$ cat config.mk
export PLATFORM = sky130hd
export DESIGN_NAME = mult_div_unit
export DESIGN_NICKNAME = d
export VERILOG_FILES = /design/src/rtl/mult_div_unit.sv
export SDC_FILE = /design/constraint.sdc
export NUM_CORES = 1
export LEC_CHECK = 0
export ABC_AREA = 0
export ABC_CLOCK_PERIOD_IN_PS = 4400
export BUFFER_PORTS_ARGS = -buffer_cell sky130_fd_sc_hd__buf_2
export CAP_MARGIN = 20
export CORE_MARGIN = 2
export CORE_UTILIZATION = 61
export DETAILED_ROUTE_END_ITERATION = 8
export HOLD_SLACK_MARGIN = 0.03
export PLACE_DENSITY_LB_ADDON = 0.05
export SKIP_CTS_REPAIR_TIMING = 1
export SYNTH_ARGS = -nofsm -noshare
export SYNTH_HDL_FRONTEND = slang
export SYNTH_SLANG_ARGS = --single-unit
$ cat constraint.sdc
create_clock -name clk -period 4.4 [get_ports clk]
set_input_delay 0.88 -clock clk [delete_from_list [all_inputs] [get_ports clk]]
set_output_delay 0.88 -clock clk [all_outputs]
set_load 0.01 [all_outputs]
$ cat src/rtl/mult_div_unit.sv
// Sequential signed 32-bit multiply/divide unit: shift-add mult, restoring div.
// Optional MDU_UNSIGNED_EN enables op[1] = multu/divu (no sign fix-up).
module mult_div_unit #(
  parameter int WIDTH = 32,
  parameter int CNT_W = 6
) (
  input  logic             clk,
  input  logic             reset,
  input  logic             start,
  input  logic [1:0]       op,
  input  logic [WIDTH-1:0] a,
  input  logic [WIDTH-1:0] b,
  output logic [WIDTH-1:0] hi,
  output logic [WIDTH-1:0] lo,
  output logic             busy,
  output logic             done,
  output logic             div_zero
);

  typedef enum logic [1:0] {
    S_IDLE,
    S_RUN,
    S_FIX,
    S_DONE
  } state_t;

  state_t             r_state;
  logic [CNT_W-1:0]   r_cnt;
  logic [WIDTH-1:0]   r_mcand;
  logic [WIDTH-1:0]   r_acc;
  logic [WIDTH-1:0]   r_q;
  logic               r_div;
  logic               r_negq;
  logic               r_negr;
  logic               r_dz;

  logic               w_uns;
  logic               w_sa;
  logic               w_sb;
  logic [WIDTH-1:0]   w_abs_a;
  logic [WIDTH-1:0]   w_abs_b;
  logic [WIDTH:0]     w_msum;
  logic [WIDTH:0]     w_rsh;
  logic [WIDTH+1:0]   w_diff;
  logic [2*WIDTH-1:0] w_prod;
  logic [2*WIDTH-1:0] w_prod_fix;
  logic [WIDTH-1:0]   w_quot_fix;
  logic [WIDTH-1:0]   w_rem_fix;

`ifdef MDU_UNSIGNED_EN
  assign w_uns = op[1];
`else
  logic w_unused_op1;
  assign w_unused_op1 = op[1];
  assign w_uns = 1'b0;
`endif

  // Operand magnitudes and one datapath step for each operation
  always_comb begin
    w_sa    = a[WIDTH-1] & ~w_uns;
    w_sb    = b[WIDTH-1] & ~w_uns;
    w_abs_a = w_sa ? -a : a;
    w_abs_b = w_sb ? -b : b;
    w_msum  = {1'b0, r_acc} +
              {1'b0, (r_q[0] ? r_mcand : '0)};
    w_rsh   = {r_acc, r_q[WIDTH-1]};
    w_diff  = {1'b0, w_rsh} - {2'b00, r_mcand};
    w_prod  = {r_acc, r_q};
    w_prod_fix = r_negq ? -w_prod : w_prod;
    w_quot_fix = r_negq ? -r_q : r_q;
    w_rem_fix  = r_negr ? -r_acc : r_acc;
  end

  // Control FSM, iteration datapath and registered outputs
  always_ff @(posedge clk or negedge reset) begin
    if (!reset) begin
      r_state  <= S_IDLE;
      r_cnt    <= '0;
      r_mcand  <= '0;
      r_acc    <= '0;
      r_q      <= '0;
      r_div    <= 1'b0;
      r_negq   <= 1'b0;
      r_negr   <= 1'b0;
      r_dz     <= 1'b0;
      hi       <= '0;
      lo       <= '0;
      busy     <= 1'b0;
      done     <= 1'b0;
      div_zero <= 1'b0;
    end else begin
      unique case (r_state)
        S_IDLE: begin
          done <= 1'b0;
          if (start) begin
            busy   <= 1'b1;
            r_cnt  <= CNT_W'(WIDTH);
            r_div  <= op[0];
            r_acc  <= '0;
            r_negq <= w_sa ^ w_sb;
            r_negr <= w_sa;
            r_mcand <= op[0] ? w_abs_b : w_abs_a;
            r_q     <= op[0] ? w_abs_a : w_abs_b;
            if (op[0] && (b == '0)) begin
              div_zero <= 1'b1;
              r_dz     <= 1'b1;
              r_state  <= S_FIX;
            end else begin
              div_zero <= 1'b0;
              r_dz     <= 1'b0;
              r_state  <= S_RUN;
            end
          end
        end
        S_RUN: begin
          r_cnt <= r_cnt - 1'b1;
          if (!r_div) begin
            r_acc <= w_msum[WIDTH:1];
            r_q   <= {w_msum[0], r_q[WIDTH-1:1]};
          end else if (!w_diff[WIDTH+1]) begin
            r_acc <= w_diff[WIDTH-1:0];
            r_q   <= {r_q[WIDTH-2:0], 1'b1};
          end else begin
            r_acc <= w_rsh[WIDTH-1:0];
            r_q   <= {r_q[WIDTH-2:0], 1'b0};
          end
          if (r_cnt == CNT_W'(1))
            r_state <= S_FIX;
        end
        S_FIX: begin
          if (!r_dz) begin
            if (r_div) begin
              hi <= w_rem_fix;
              lo <= w_quot_fix;
            end else begin
              hi <= w_prod_fix[2*WIDTH-1:WIDTH];
              lo <= w_prod_fix[WIDTH-1:0];
            end
          end
          busy    <= 1'b0;
          done    <= 1'b1;
          r_state <= S_DONE;
        end
        S_DONE: begin
          done    <= 1'b0;
          r_state <= S_IDLE;
        end
        default: r_state <= S_IDLE;
      endcase
    end
  end

endmodule

==> results of run 1 <==
==> metal layers <==
layer	up-vias	share of wire, %	GRT usage (%)	wire length [um]
met5	-	0	0	0
met4	0	4.9	17.3	2010
met3	87	4.9	3.51	1980
met2	448	48	57.5	19400
met1	6200	43	43.4	17400
li1	6388	-	-	-
==> through the flow <==
step	worst slack (ns)	area, sq um	instances	hold WS [ns]
global placement	0.0760	14800	2076	0.455
floorplan	0.357	13900	1731	0.450
global route	0.112	15400	2110	0.500
finish	0.403	15400	2110	0.475
CTS	0.430	15400	2108	0.482
detailed placement	0.0609	14800	2076	0.464
==> tightest hold or removal path: stages, from the launching register on <==
cell and delay [ns]:
dfrtp_1 0.34, nand2_1 0.04, o21ai_0 0.06
==> state kept, by name, summed over array words and instances, names as in the netlist, 2 cells and up <==
name / cells
hi: 32
lo: 32
r_acc: 32
r_mcand: 32
r_q: 32
r_cnt: 6
r_state: 2
==> power by group through the flow <==
stage / sequential [uW] / combinational [uW] / clock, uW
after floorplan: 3000 / 5540 / 0
after global routing: 3270 / 8410 / 1600
after CTS: 3150 / 7470 / 1550
after global placement: 3150 / 7280 / 0
final: 3180 / 7580 / 1550
after detailed placement: 3170 / 7410 / 0
==> cells by family after synthesis <==
logic type | Yosys count | synth area share, %
multiplexers | 53 | 4.05
AO/OA/AOI/OAI | 591 | 25.8
flip-flops | 174 | 31.3
buffers and inverters | 156 | 4.22
XOR/XNOR | 177 | 11.1
AND/OR/NAND/NOR | 504 | 16.6
adder cells (fa/ha/maj) | 76 | 6.94
==> worst max-delay path by stage <==
stage | startpoint | to | depth (start not counted)
6_report | r_acc[0] | r_acc[27] | 13
5_1_grt | r_acc[0] | r_acc[27] | 13
4_1_cts | r_acc[0] | r_acc[27] | 13
3_5_place_dp | b[14] | r_state[0] | 11
3_3_place_gp | b[14] | r_state[0] | 11
2_1_floorplan | b[13] | r_state[0] | 10
==> placed cells by master, fill, tap and decap left out, types with 17 or more instances in the layout <==
master     count
a22oi_1       17
nor3_1        23
buf_4         23
nor2_1       147
buf_2        133
o31ai_1       34
clkbuf_16     17
xnor2_1       88
nand2_1      198
o211ai_1      24
mux2_2        26
nand3_1       21
inv_1         58
ha_1          73
nand2b_1      20
xor2_1        89
a21o_1        29
a21oi_1      135
o21ai_0      225
dfrtp_1      173
a211oi_1      39
mux2i_1       27
==> area by class of cell <==
| type | instances | area [sq um] |
|---|---|---|
| Clock inverter | 15 | 171 |
| Clock buffer | 17 | 425 |
| Multi-Input combinational cell | 1401 | 8990 |
| Timing Repair Buffer | 159 | 897 |
| Sequential cell | 174 | 4360 |
| Tap cell | 285 | 357 |
| Inverter | 59 | 221 |
| Fill cell | 1958 | 7080 |
==> impl_metrics.json, run 1 <==
{
  "outcome": "complete, no violations",
  "rows": 55,
  "fin_crit_sh_pct": 90.8,
  "core_sq_um": 22500,
  "setup-tns-final_ns": 0,
  "switchingPower_uw": 6140,
  "hold_path_class": "reg2reg",
  "track_usage_pct": 34.0,
  "cts-root-buf": "clkbuf_16",
  "routed_wl_um": 40800,
  "dr.pass1.iters": 5,
  "yosysTopAreaCellShare_pct": 31.3,
  "vdd_ir_drop_max_v": 0.000368,
  "die_area_sq_um": 24000,
  "final_layout_size_suffix_gt1_share_pct": 13.2,
  "antenna_found_initial": 0,
  "postSynthCellCount": 1731,
  "finalClockSkew_ns": 0.0129,
  "area_growth_syn_to_layout_pct": 10.8,
  "post-route-util_pct": 68.5,
  "ant_nets": 0,
  "min_to": "hi[20]",
  "synth.most_common_cell": "o21ai_0",
  "yosysTopAreaCell": "dfrtp_1",
  "synth_top_flop_cell": "dfrtp_1",
  "maxCapViolCount": 0,
  "endpoint_kind": "flop",
  "wire_per_inst_um": 19.3,
  "route.vias.total": 13100,
  "r2r_start": "r_acc[0]",
  "yosysSeqAreaShare_pct": 31.3,
  "synth-seq-cells": 174,
  "htreeDepth": 4,
  "synth_fp_nets": 1876,
  "cp_slowest_cell": "dfrtp_1",
  "crit_path_max_fanout": 8,
  "relSlewSlack_pct": 23.2,
  "gp_congestion": 0.917,
  "grt_pass1_vias": 12300,
  "intPower_uw": 6150,
  "cts_buffers": 17,
  "synth_commonest_cells": "o21ai_0 (225), nand2_1 (198), dfrtp_1 (174)",
  "crit_path_start_kind": "flop",
  "async_reset_ff_share_pct": 100,
  "p_comb_share_pct": 61.6,
  "r2r_cells": 13,
  "clkSlewWorstSetupHoldPaths_ns": 0.08,
  "die_h_um": 155,
  "cts_tree": "done",
  "hold_violations": 0,
  "nets": 1957,
  "yosys_warnings": 0,
  "worstPathRequired_ns": 4.74,
  "cts_max_path_buffers": 2,
  "total_power_uw": 12300,
  "worst_r2r_endpoint": "r_acc[27]",
  "synth_edf_count": 0,
  "finalSetupViolCount": 0,
  "dpl.hpwl_um": 30700,
  "p_leak_uw": 0.00688,
  "cp_slowest_stage_delay_ns": 0.54,
  "worst_hold_startpoint": "hi[20]",
  "synth_cell_types": 64,
  "crit_arrival_ns": 4.33,
  "grt_pass1_wl_um": 64600,
  "path_class": "reg2reg",
  "crit_family": "compound AO/OA/AOI/OAI gates",
  "io_pins": 136,
  "grt_setup_unrepaired": "false",
  "tightestPinTransition_ns": 1.15,
  "numPortBuffers": 134,
  "synthesis.area_sq_um": 13900,
  "crit_buf_inv": 1,
  "grt_overflow_total": 0,
  "final_max_slew_viol_count": 0,
  "grt_max_degree": 129,
  "avgViaCountPerCell": 6.22,
  "start_util_pct": 61.8,
  "clkSinkCount": 174,
  "diodes": 0,
  "crit_top_cell": "a31oi_1",
  "netSwitchingFraction_pct": 49.9,
  "dr.first_iter.drc_count": 1151,
  "critical_path.cell_chain": "ha_1, inv_1, fa_1, nand2b_1, a21oi_1, o41a_1, a31oi_1, o211a_1, nor3_1, nand4_1, a31oi_1, xor2_1, a221o_1",
  "clk_latency_ns": 0.45,
  "synth_area_leaders": "dfrtp_1 (31%), o21ai_0 (8.1%), ha_1 (6.7%)",
  "die_width_um": 155,
  "pwr-share-seq_pct": 25.8,
  "regToRegSetupSlack_ns": 0.40,
  "period_minus_slack_ns": 4.00,
  "power_density_nw_per_um2": 797,
  "holdPathStages": 2,
  "fmaxAchievable_mhz": 250,
  "drc": 0,
  "avgSynthCellArea_sq_um": 8.04,
  "clockPowerShare_pct": 12.6
}
No activity file was read; power rests on OpenSTA's default activity.
==> inputs of run 2 (changes only) <==
Settings changed: CORE_UTILIZATION 61 to 24.
==> impl_metrics.json, run 2 (synthesized netlist as in run 1, its figures left out) <==
{
  "outcome": "complete, no violations",
  "routed_wl_um": 54200,
  "worst_r2r_endpoint": "r_acc[27]",
  "core_sq_um": 57500,
  "clkSlewWorstSetupHoldPaths_ns": 0.08,
  "postLayoutSetupSlackWorst_ns": 0.507,
  "htreeDepth": 4,
  "period_minus_slack_ns": 3.89,
  "post-place-ws_ns": 0.00957,
  "cp_slowest_stage_delay_ns": 0.43,
  "final_cell_area_sq_um": 16300,
  "die_area_sq_um": 59900,
  "clkSinkCount": 174,
  "cts_max_path_buffers": 2,
  "ant_nets": 0,
  "wire_per_inst_um": 20.6,
  "maxCapViolCount": 0,
  "cts-root-buf": "clkbuf_16",
  "r2r_cells": 17,
  "dr.pass1.iters": 5,
  "area_growth_syn_to_layout_pct": 17.2,
  "dp_cells": 2595,
  "track_usage_pct": 18.2,
  "drc": 0,
  "critical_path.cell_chain": "and2_1, ha_1, inv_1, fa_1, nand2b_1, a21oi_1, o41a_1, a31oi_1, buf_4, o211a_1, nor3_1, buf_4, nand4_1, a31oi_1, buf_4, xor2_1, a221o_1",
  "finalSetupViolCount": 0,
  "cts_tree": "done",
  "layout_common_cells": "o21ai_0 (225), nand2_1 (198), dfrtp_1 (173)",
  "grt_overflow_total": 0,
  "crit_path_max_fanout": 5,
  "instances_no_fill": 2628,
  "dpl.hpwl_um": 42600,
  "grt_setup_unrepaired": "false",
  "fmaxAchievable_mhz": 257,
  "crit_top_cell": "buf_4",
  "die_width_um": 245,
  "crit_arrival_ns": 4.26,
  "hold_path_class": "in2async",
  "relSlewSlack_pct": 35.8,
  "dpl_cell_area_sq_um": 15700,
  "nets": 1994,
  "worstPathRequired_ns": 4.76,
  "hold_violations": 0,
  "avgViaCountPerCell": 4.91,
  "crit_path_start_kind": "flop",
  "r2r_start": "r_q[0]",
  "tightestPinTransition_ns": 0.962,
  "power_density_nw_per_um2": 793,
  "finalClockSkew_ns": 0.0100,
  "numPortBuffers": 134,
  "fin_crit_sh_pct": 88.5,
  "p_leak_uw": 0.00706,
  "endpoint_kind": "flop",
  "cts_buffers": 17,
  "hold_slack_ns": 0.395,
  "fillers": 6298,
  "final_common_cell": "o21ai_0",
  "setup-tns-final_ns": 0,
  "die_h_um": 245,
  "rows": 88,
  "antenna_found_initial": 1,
  "path_class": "reg2reg",
  "gp_congestion": 0.785,
  "route.vias.total": 12900,
  "final_layout_size_suffix_gt1_share_pct": 14.9,
  "regToRegSetupSlack_ns": 0.51,
  "io_pins": 136,
  "clk_latency_ns": 0.48,
  "start_util_pct": 24.2,
  "dr.first_iter.drc_count": 795,
  "grt_max_degree": 97,
  "grt_pass1_wl_um": 81800,
  "cp_slowest_cell": "dfrtp_1",
  "vdd_ir_drop_max_v": 0.000365,
  "grt_pass1_vias": 12800,
  "final_max_slew_viol_count": 0
}
## run 2: cell count changes in the layout (fill, tap and decap cells not counted), sizes merged
cell | before | now
buf | 159 | 195
clkinv | 8 | 2
clkbuf | 17 | 20
bufinv | 0 | 2
clkinvlp | 1 | 3
diode | 0 | 2
inv | 65 | 64
## run 2: per-stage QoR
stage                     total power [uW]  utilization (%)
after detailed placement             11400             27.3
after CTS                            13200             28.4
after global placement               11400             27.3
final                                12900             28.4
after floorplan                       8540                -
after global routing                 14200             28.4
## run 2: cell type report
class / instances / area, sq um / share of cell area [%]
antenna: 2 / 5.00 / 0.0307
clock buffer: 19 / 453 / 2.78
clock inverter: 12 / 150 / 0.921
inverter: 59 / 221 / 1.36
multi-input combinational: 1401 / 9000 / 55.2
sequential: 174 / 4360 / 26.7
tap: 765 / 957 / 5.87
timing repair buffer: 196 / 1160 / 7.10
## run 2: metal layers
layer | vias up | global-route usage (%) | part of all wire, %
met2 | 207 | 30.5 | 48
met5 | - | 0 | 0
met4 | 0 | 5.25 | 2.1
li1 | 6469 | - | -
met3 | 38 | 2.70 | 2.6
met1 | 6177 | 24.1 | 47
## run 2: critical path: cells and delay by family (launching register included)
family	cells	cell delay [ns]
AO/OA/AOI/OAI	6	1.41
XOR/XNOR	1	0.07
adder cells (fa/ha/maj)	2	0.61
buffers and inverters	4	0.59
flip-flops	1	0.43
AND/OR/NAND/NOR	4	0.68
## run 2: worst max path at each step
stage	start	end	depth (start not counted)
6_report	r_q[0]	r_acc[27]	17
4_1_cts	r_q[6]	hi[31]	10
2_1_floorplan	b[13]	r_state[0]	10
3_3_place_gp	b[14]	r_state[0]	11
5_1_grt	r_q[31]	r_acc[24]	14
3_5_place_dp	b[14]	r_q[31]	10
## run 2: power breakdown
part | internal (uW) | switching (uW)
clock network | 880 | 763
registers | 2340 | 780
logic | 3200 | 4970
total | 6420 | 6510
==> inputs of run 3 (changes only) <==
Settings changed: REMOVE_ABC_BUFFERS set to 1.
==> impl_metrics.json, run 3 (synthesized netlist as in run 1, its figures left out) <==
{
  "path_class": "reg2reg",
  "route.vias.total": 12600,
  "grt_max_degree": 94,
  "crit_path_start": "r_q[6]",
  "finalClockSkew_ns": 0.0205,
  "fillers": 6349,
  "cts_buffers": 17,
  "cts_max_path_buffers": 2,
  "fmaxAchievable_mhz": 250,
  "cp.depth": 9,
  "setup-tns-final_ns": 0,
  "die_h_um": 245,
  "r2r_cells": 9,
  "dpl.hpwl_um": 38700,
  "area_growth_syn_to_layout_pct": 16.8,
  "crit_end": "hi[5]",
  "wire_per_inst_um": 19.1,
  "tightestPinTransition_ns": 0.948,
  "start_util_pct": 24.2,
  "power_density_nw_per_um2": 784,
  "instances_no_fill": 2620,
  "vdd_ir_drop_max_v": 0.000348,
  "clk_latency_ns": 0.49,
  "drc": 0,
  "avgViaCountPerCell": 4.82,
  "grt_pass1_wl_um": 78300,
  "r2r_start": "r_q[6]",
  "worst_r2r_endpoint": "hi[5]",
  "grt_overflow_total": 0,
  "regToRegSetupSlack_ns": 0.40,
  "crit_family": "simple AND/OR/NAND/NOR gates",
  "p_leak_uw": 0.00703,
  "crit_buf_inv": 0,
  "clkSinkCount": 174,
  "antenna_found_initial": 5,
  "gp_congestion": 0.833,
  "relSlewSlack_pct": 36.8,
  "endpoint_kind": "flop",
  "layout_common_cells": "o21ai_0 (225), nand2_1 (198), dfrtp_1 (173)",
  "period_minus_slack_ns": 4.00,
  "final_common_cell": "o21ai_0",
  "crit_path_max_fanout": 5,
  "die_area_sq_um": 59900,
  "crit_path_start_kind": "flop",
  "dp_cells": 2586,
  "outcome": "complete, no violations",
  "dpl_cell_area_sq_um": 15600,
  "clkSlewWorstSetupHoldPaths_ns": 0.08,
  "crit_top_cell": "or4_1",
  "cts-root-buf": "clkbuf_16",
  "crit_arrival_ns": 4.31,
  "cp_slowest_stage_delay_ns": 0.62,
  "fin_crit_sh_pct": 90.8,
  "htreeDepth": 4,
  "track_usage_pct": 17.1,
  "final_layout_size_suffix_gt1_share_pct": 14.5,
  "final_cell_area_sq_um": 16200,
  "final_max_slew_viol_count": 0,
  "io_pins": 136,
  "finalSetupViolCount": 0,
  "maxCapViolCount": 0,
  "hold_violations": 0,
  "ant_nets": 0,
  "die_width_um": 245,
  "numPortBuffers": 134,
  "rows": 88,
  "nets": 1985,
  "hold_path_class": "in2async",
  "cts_tree": "done",
  "cp_slowest_cell": "or4_1",
  "total_power_uw": 12700,
  "routed_wl_um": 50100,
  "grt_pass1_vias": 12800,
  "core_sq_um": 57500,
  "dr.pass1.iters": 5,
  "critical_path.cell_chain": "or4_1, or4_1, or4_1, or3b_1, or2_1, nand2_1, a41oi_1, xnor2_1, o21ai_0",
  "grt_setup_unrepaired": "false",
  "dr.first_iter.drc_count": 516,
  "worstPathRequired_ns": 4.72
}
run 3: stage by stage:
stage	utilization, %	hold WS [ns]	setup WS (ns)
floorplan	-	0.450	-0.0489
global placement	27.2	0.458	0.0177
detailed placement	27.2	0.466	0.00818
CTS	28.3	0.455	0.307
global route	28.3	0.452	0.0258
finish	28.3	0.405	0.404
run 3: routing by layer:
layer | up-vias | track usage (%) | wire (um)
met4 | 6 | 4.81 | 773
met3 | 53 | 2.84 | 1670
met5 | - | 0 | 28
met2 | 195 | 26.8 | 22400
li1 | 6467 | - | -
met1 | 5903 | 24.1 | 25300
run 3: power by group:
part / switching, uW / leakage [uW] / internal (uW) / total [uW]
combinational: 4830 / 0.00459 / 3110 / 7950
sequential: 770 / 0.00214 / 2340 / 3110
clock: 792 / 0.000304 / 889 / 1680
run 3: how the worst min path moves through the flow:
stage	slack [ns]	endpoint	from
6_report	0.40	hi[30]	reset
5_1_grt	0.45	hi[30]	reset
4_1_cts	0.46	hi[30]	reset
3_5_place_dp	0.47	hi[16]	hi[16]
3_3_place_gp	0.46	hi[21]	hi[21]
2_1_floorplan	0.45	r_mcand[24]	r_mcand[24]
run 3: final cells by class:
| cell class | instances | area (sq um) | area share [%] |
|---|---|---|---|
| multi-input combinational | 1401 | 8990 | 55.3 |
| sequential | 174 | 4360 | 26.8 |
| timing repair buffer | 187 | 1100 | 6.78 |
| tap | 765 | 957 | 5.89 |
| clock buffer | 19 | 453 | 2.79 |
| inverter | 59 | 221 | 1.36 |
| clock inverter | 13 | 161 | 0.993 |
| antenna | 2 | 5.00 | 0.0308 |
